<file path="src/rtl/uart_tx.sv">
// rtl/uart_tx.sv - UART transmitter with one-entry holding register, optional parity, 1 or 2 stop bits
//
// Ports:
//   clk        system clock, rising edge
//   rst        asynchronous active-high reset
//   baud_tick  one-clk pulse per bit period
//   tx_data    byte to transmit
//   tx_valid   tx_data is valid
//   tx_ready   holding register empty; byte taken when tx_valid && tx_ready
//   tx         registered serial line, idle high
//   tx_busy    high whenever the FSM is not idle
//   tx_done    one-clk pulse when the final stop bit of a frame completes

module uart_tx #(
    parameter int PARITY_EN  = 0,
    parameter int PARITY_ODD = 0,
    parameter int STOP_BITS  = 1
) (
    input  logic       clk,
    input  logic       rst,
    input  logic       baud_tick,
    input  logic [7:0] tx_data,
    input  logic       tx_valid,
    output logic       tx_ready,
    output logic       tx,
    output logic       tx_busy,
    output logic       tx_done
);

    typedef enum logic [2:0] {
        IDLE,
        START,
        DATA,
        PARITY,
        STOP
    } state_t;

    localparam logic USE_PARITY = (PARITY_EN != 0);
    localparam logic PAR_INIT   = (PARITY_ODD != 0);
    // stop_cnt value during the final stop bit
    localparam logic LAST_STOP  = (STOP_BITS == 2);

    state_t     state;
    logic [7:0] hold_data;
    logic       hold_full;
    logic [7:0] shift;
    logic [2:0] bit_cnt;
    logic       stop_cnt;
    logic       par_bit;

    assign tx_ready = !hold_full;

    always_ff @(posedge clk or posedge rst) begin
        if (rst) begin
            state     <= IDLE;
            hold_data <= 8'h00;
            hold_full <= 1'b0;
            shift     <= 8'h00;
            bit_cnt   <= 3'd0;
            stop_cnt  <= 1'b0;
            par_bit   <= 1'b0;
            tx        <= 1'b1;
            tx_busy   <= 1'b0;
            tx_done   <= 1'b0;
        end else begin
            tx_done <= 1'b0;

            // Accept only into an empty register; a load below only happens
            // when the register is full, so the two never collide.
            if (tx_valid && !hold_full) begin
                hold_data <= tx_data;
                hold_full <= 1'b1;
            end

            if (baud_tick) begin
                case (state)
                    IDLE: begin
                        if (hold_full) begin
                            shift     <= hold_data;
                            par_bit   <= (^hold_data) ^ PAR_INIT;
                            hold_full <= 1'b0;
                            state     <= START;
                            tx        <= 1'b0;
                            tx_busy   <= 1'b1;
                        end
                    end
                    START: begin
                        state   <= DATA;
                        bit_cnt <= 3'd0;
                        tx      <= shift[0];
                    end
                    DATA: begin
                        if (bit_cnt == 3'd7) begin
                            stop_cnt <= 1'b0;
                            if (USE_PARITY) begin
                                state <= PARITY;
                                tx    <= par_bit;
                            end else begin
                                state <= STOP;
                                tx    <= 1'b1;
                            end
                        end else begin
                            // shift[1] is the next bit before the shift lands
                            bit_cnt <= bit_cnt + 3'd1;
                            shift   <= {1'b0, shift[7:1]};
                            tx      <= shift[1];
                        end
                    end
                    PARITY: begin
                        state    <= STOP;
                        stop_cnt <= 1'b0;
                        tx       <= 1'b1;
                    end
                    STOP: begin
                        if (stop_cnt == LAST_STOP) begin
                            tx_done <= 1'b1;
                            if (hold_full) begin
                                // chain straight into the next frame, no idle gap
                                shift     <= hold_data;
                                par_bit   <= (^hold_data) ^ PAR_INIT;
                                hold_full <= 1'b0;
                                state     <= START;
                                tx        <= 1'b0;
                            end else begin
                                state   <= IDLE;
                                tx_busy <= 1'b0;
                            end
                        end else begin
                            stop_cnt <= stop_cnt + 1'b1;
                        end
                    end
                    default: begin
                        state   <= IDLE;
                        tx      <= 1'b1;
                        tx_busy <= 1'b0;
                    end
                endcase
            end
        end
    end

endmodule
</file>
<file path="config.mk">
export PLATFORM = sky130hd
export DESIGN_NAME = uart_tx
export DESIGN_NICKNAME = d
export VERILOG_FILES = /design/src/rtl/uart_tx.sv
export SDC_FILE = /design/constraint.sdc
export NUM_CORES = 1
export LEC_CHECK = 0
export BUFFER_PORTS_ARGS = -buffer_cell sky130_fd_sc_hd__buf_2
export CORE_ASPECT_RATIO = 0.8
export CORE_MARGIN = 2
export CORE_UTILIZATION = 55
export CTS_CLUSTER_SIZE = 10
export DETAILED_ROUTE_END_ITERATION = 10
export GPL_TIMING_DRIVEN = 0
export PLACE_DENSITY_LB_ADDON = 0.25
export SLEW_MARGIN = 20
export SYNTH_ARGS = -nofsm -noshare
export SYNTH_HDL_FRONTEND = slang
export SYNTH_SLANG_ARGS = --single-unit
</file>
<file path="constraint.sdc">
create_clock -name clk -period 2.06 [get_ports clk]
set_input_delay 0.618 -clock clk [delete_from_list [all_inputs] [get_ports clk]]
set_output_delay 0.618 -clock clk [all_outputs]
set_load 0.03 [all_outputs]
</file>
==> impl_metrics.toml, run 1 <==
[clocking]
cts_buffer_depth = 2
cts-root-buf = "clkbuf_4"
worstSkewPairLatency_ns = 0.32
cts_tree = "yes"
cts_max_level = 1
cts_buffers = 3
numClockSinks = 26
cts_hold_buf = 0
post_cts_buffers = 0
clk_pin_slew_worst_paths_ns = 0.14
ctsResizeCount = 0

[routing]
vias_per_cell = 5.64
drc = 0
drtAntennaViolNets = 0
wirelength_mm = 1.95
drtIter0Drc = 24
drtPass1Iterations = 4
vias = 773
avgRoutedWirePerCell_um = 14.2

[timing]
clock.fmax_mhz = 544
rsz0062_at_grt = "no"
skew_ns = 0.00825
setup_ws_ns = 0.223
worst_pin_slew_ns = 0.959
fin_tns_setup_ns = 0
slew_headroom = 0.360
finalHoldViolations = 0
timing.final.crit_share = 0.892
maxSlewViolCount = 0
finalSetupViolations = 0
fin_crit_ns = 1.84

[synth]
syn_avg_cell_area_um2 = 13.4
syn_inst = 94
synth-edff-count = 0
yosysTopAreaCell = "dfrtp_1"
synth_top_area_share = 0.497
seq_area_frac_synth = 0.518
synth_ff_type = "dfrtp_1"
synthTopCellsByArea = "dfrtp_1 50%, mux2_4 9.5%, mux2_1 7.2%"
synth_top_family_by_area = "multiplexers"
syn_nets = 108
synth.area.mux_share = 0.239
ys.warnings.count = 0
yosys_register_bits = 26
synth-simple-area-share = 0.0865
synthAdderAreaFrac = 0.0199
synth_area_um2 = 1260
ys_types = 28
synthArstFlopShare = 1.00
synth_xor_area_frac = 0
synth_compound_area_frac = 0.0845

[outcome]
status = "finished, final reports clean"

[power_and_ir_drop]
p_total_uw = 2110
p_leak_uw = 0.000670
ir_drop_uv = 905
powerDensity_nw_per_um2 = 1510

[global_route]
grt_pass1_vias = 738
grt_pass1_wl_mm = 3.22
overflow = 0
grt_max_degree = 27
grt_usage = 0.162
antenna_found_initial = 0

[final_layout]
fill_cells = 173
area_growth_pct = 10.9
antenna_cells = 0
fin_util = 0.647
finalInstanceArea_um2 = 1400
drive_gt1_frac = 0.375
nets = 127

[placed_design]
finalWeightedCongestion = 0.756
placed_area_um2 = 1360
port_buffers = 14
pre_cts_slack_ns = 0.254
dp_hpwl_mm = 1.40

[critical_path]
end_kind = "flip-flop"
reg2reg_from = "bit_cnt[0]$_DFFE_PP0P_"
critPathMaxFanout = 8
cp.required_ns = 2.28
arrival_ns = 2.06
slowest_stage = "dfrtp_1"
crit_top_cell = "ha_1"
r2r_cells = 6
worstSetupStartpoint = "bit_cnt[0]$_DFFE_PP0P_"
start_kind = "flip-flop"
cp_cell_sequence = "ha_1 -> ha_1 -> nor3b_1 -> o211a_1 -> buf_6 -> mux2_4"
max_stage_delay_ns = 0.41
worstSetupPathType = "reg2reg"

[floorplanning]
die-area_um2 = 2690
rows = 15
start_util = 0.583
core_um2 = 2160
io_pins = 16
die_height_um = 46.8
dieWidth_um = 57.5

[worst_hold_path]
hold_path_class = "in2async"

[flow_run]
drv_cap = 0
==> report_power, final <==
group	total, uW	internal [uW]	leakage (uW)	switching, uW
logic	971	559	0.000334	412
registers	887	752	0.000315	135
clock network	255	108	0.0000210	147
total	2110	1420	0.000670	694
==> per-stage QoR <==
step	hold slack, ns	std cells
6_report	0.486	137
5_1_grt	0.493	137
4_1_cts	0.489	137
3_5_place_dp	0.471	133
3_3_place_gp	0.467	133
2_1_floorplan	0.450	94
==> cells in the mapped netlist, types with 3 or more instances <==
| master | n |
|---|---|
| a22o_1 | 3 |
| nor2_1 | 3 |
| inv_1 | 4 |
| dfrtp_1 | 25 |
| mux2_4 | 8 |
| buf_6 | 3 |
| nor2b_1 | 5 |
| mux2_1 | 8 |
| o31ai_1 | 3 |
| mux2_2 | 8 |
==> worst max-delay path, delay by kind of cell (launching register included) <==
kind            cells  cell delay, ns
fa+ha+maj           2            0.44
flops               1            0.41
mux                 1            0.31
simple gates        1            0.23
compound gates      1            0.18
buf+inv             1            0.16
==> metal layers <==
metal  up-vias  global-route usage  wire length, um  share of wire
li1        374                   -                -              -
met1       381               0.219              927           0.48
met2        16               0.264              913           0.47
met3         2              0.0551               99          0.051
met4         0              0.0326                9         0.0046
met5         -                   0                0              0
==> final cells by class <==
class / instances / area (um2) / area share
multi-input combinational: 58 / 541 / 0.387
clock buffer: 4 / 36.3 / 0.0260
inverter: 4 / 15.0 / 0.0108
sequential: 26 / 652 / 0.467
tap: 25 / 31.3 / 0.0224
buffer: 6 / 51.3 / 0.0367
timing repair buffer: 14 / 70.1 / 0.0502
==> layout by cell type (no fill, tap or decap) <==
cell and n:
mux2_2 8, and3b_1 1, or3_1 1, clkbuf_8 1
mux2_1 8, a22o_1 3, o31ai_1 3, nand3_1 1
o21a_1 1, inv_1 4, buf_6 3, o211ai_1 1
dfstp_2 1, nor2_1 3, o21ai_0 2, nor3b_1 2
nor2b_1 5, a21oi_1 1, clkbuf_4 3, o21ai_1 2
nor3b_4 1, buf_2 16, buf_4 1, ha_1 2
mux2_4 8, nand2_1 2, a22oi_1 1, nor3_1 1
dfrtp_1 25, o211a_1 1
==> state kept, by name (all words and copies together) (netlist names) <==
name       flops
bit_cnt        3
hold_data      8
hold_full      1
shift          8
state          3
tx             1
tx_busy        1
tx_done        1
==> cells by family after synthesis <==
kind of cell	after synthesis
flops	26
mux	24
simple gates	17
compound gates	15
buf+inv	10
fa+ha+maj	2
==> path summary, 6_finish.rpt <==
| kind | end | slack [ns] |
|---|---|---|
| worst min register to register | tx$_DFFE_PP1P_ | 0.49 |
| worst min-delay path | hold_full$_DFF_PP0_ | 0.49 |
| worst max register to register | shift[2]$_DFFE_PP0P_ | 0.22 |
| max in group asynchronous | shift[0]$_DFFE_PP0P_ | 0.99 |
| min in group clk | tx$_DFFE_PP1P_ | 0.49 |
| worst max-delay path | shift[2]$_DFFE_PP0P_ | 0.22 |
(Power assumes the default switching activity.)
==> inputs of run 2 (changes only) <==
- CORE_UTILIZATION: 55 -> 35
==> impl_metrics.toml, run 2 (same netlist as run 1, synthesis figures left out) <==
[placed_design]
port_buffers = 14
finalWeightedCongestion = 0.726
dp_hpwl_mm = 1.48

[timing]
maxSlewViolCount = 0
slew_headroom = 0.393
fin_crit_ns = 1.84
rsz0062_at_grt = "no"
clock.fmax_mhz = 544
skew_ns = 0.0105
finalSetupViolations = 0
fin_tns_setup_ns = 0
worst_pin_slew_ns = 0.905
timing.final.crit_share = 0.892
finalHoldViolations = 0

[clocking]
cts_hold_buf = 0
cts_max_level = 1
clk_pin_slew_worst_paths_ns = 0.10
cts-root-buf = "clkbuf_8"
post_cts_buffers = 0
ctsResizeCount = 0
cts_tree = "yes"
cts_buffer_depth = 2
cts_buffers = 3
numClockSinks = 26
worstSkewPairLatency_ns = 0.28

[floorplanning]
die_height_um = 57.6
core_um2 = 3450
die-area_um2 = 4100
start_util = 0.365
dieWidth_um = 71.0
rows = 19
io_pins = 16

[final_layout]
reg_top3 = "hold_data x8, shift x8"
drive_gt1_frac = 0.375
mostFrequentLayoutCell = "dfrtp_1"
seq_area_um2 = 652
area_growth_pct = 15.4
antenna_cells = 0
multi_input_area_um2 = 541
fin_util = 0.421
fill_cells = 316
mostFrequentLayoutCells = "25 x dfrtp_1, 16 x buf_2, 8 x mux2_2, 8 x mux2_1, 8 x mux2_4"
nets = 127

[global_route]
grt_max_degree = 27
antenna_found_initial = 0
grt_usage = 0.118
grt_pass1_wl_mm = 3.71
grt_pass1_vias = 808
overflow = 0

[routing]
vias = 772
vias_per_cell = 5.01
avgRoutedWirePerCell_um = 13.4
drc = 0
wirelength_mm = 2.06
drtAntennaViolNets = 0
drtIter0Drc = 43
drtPass1Iterations = 4

[critical_path]
arrival_ns = 2.00
worstSetupPathType = "reg2reg"
max_stage_delay_ns = 0.39
critPathMaxFanout = 8
crit_top_cell = "ha_1"
start_kind = "flip-flop"
end_kind = "flip-flop"
slowest_stage = "dfrtp_1"
cp_cell_sequence = "ha_1 -> ha_1 -> nor3b_1 -> o211a_1 -> buf_6 -> mux2_4"
cp.required_ns = 2.22

[power_and_ir_drop]
powerDensity_nw_per_um2 = 1580
ir_drop_uv = 425
p_leak_uw = 0.000681

[flow_run]
drv_cap = 0

[outcome]
status = "finished, final reports clean"

[worst_hold_path]
hold_path_class = "in2async"
-- run 2: worst max-delay path: cells and delay by family (launching register included) --
family | cells | cell delay [ns]
adders and majority gates | 2 | 0.45
DFF | 1 | 0.39
muxes | 1 | 0.31
and+or+nand+nor | 1 | 0.24
AOI/OAI and AO/OA | 1 | 0.18
buffers and inverters | 1 | 0.16
-- run 2: worst paths after layout --
kind / from / to / slack [ns] / cells after the start
min in group clk: tx$_DFFE_PP1P_ / tx$_DFFE_PP1P_ / 0.48 / 2
setup / recovery: bit_cnt[0]$_DFFE_PP0P_ / shift[0]$_DFFE_PP0P_ / 0.22 / 6
max in group asynchronous: rst / shift[0]$_DFFE_PP0P_ / 1.22 / 2
hold / removal: rst / shift[6]$_DFFE_PP0P_ / 0.41 / 2
hold reg to reg: tx$_DFFE_PP1P_ / tx$_DFFE_PP1P_ / 0.48 / 2
setup reg to reg: bit_cnt[0]$_DFFE_PP0P_ / shift[0]$_DFFE_PP0P_ / 0.22 / 6
-- run 2: metal layers --
metal | track usage | vias to the layer above | routed length [um]
met4 | 0.0647 | 0 | 38
met5 | 0 | - | 0
met2 | 0.182 | 15 | 927
met1 | 0.156 | 385 | 1030
met3 | 0.0261 | 5 | 63
li1 | - | 367 | -
-- run 2: per-stage QoR --
stage / std cells / total power, uW / setup WS [ns] / hold slack [ns] / area [um2]
floorplan: 94 / 1700 / 0.390 / 0.450 / 1260
global placement: 150 / 1850 / 0.283 / 0.467 / 1380
detailed placement: 150 / 1890 / 0.244 / 0.472 / 1380
CTS: 154 / 2320 / 0.225 / 0.485 / 1450
global route: 154 / 2470 / 0.110 / 0.474 / 1450
finish: 154 / 2290 / 0.222 / 0.411 / 1450
-- run 2: power by group --
group	internal [uW]	total [uW]	switching, uW
clock network	260	426	166
logic	559	979	420
registers	753	886	133
total	1570	2290	718
-- run 2: final cells by class --
class                      instances  area share
buffer                             6      0.0353
clock buffer                       3      0.0284
clock inverter                     1      0.0207
inverter                           4      0.0103
multi-input combinational         58       0.372
sequential                        26       0.449
tap                               42      0.0362
timing repair buffer              14      0.0482
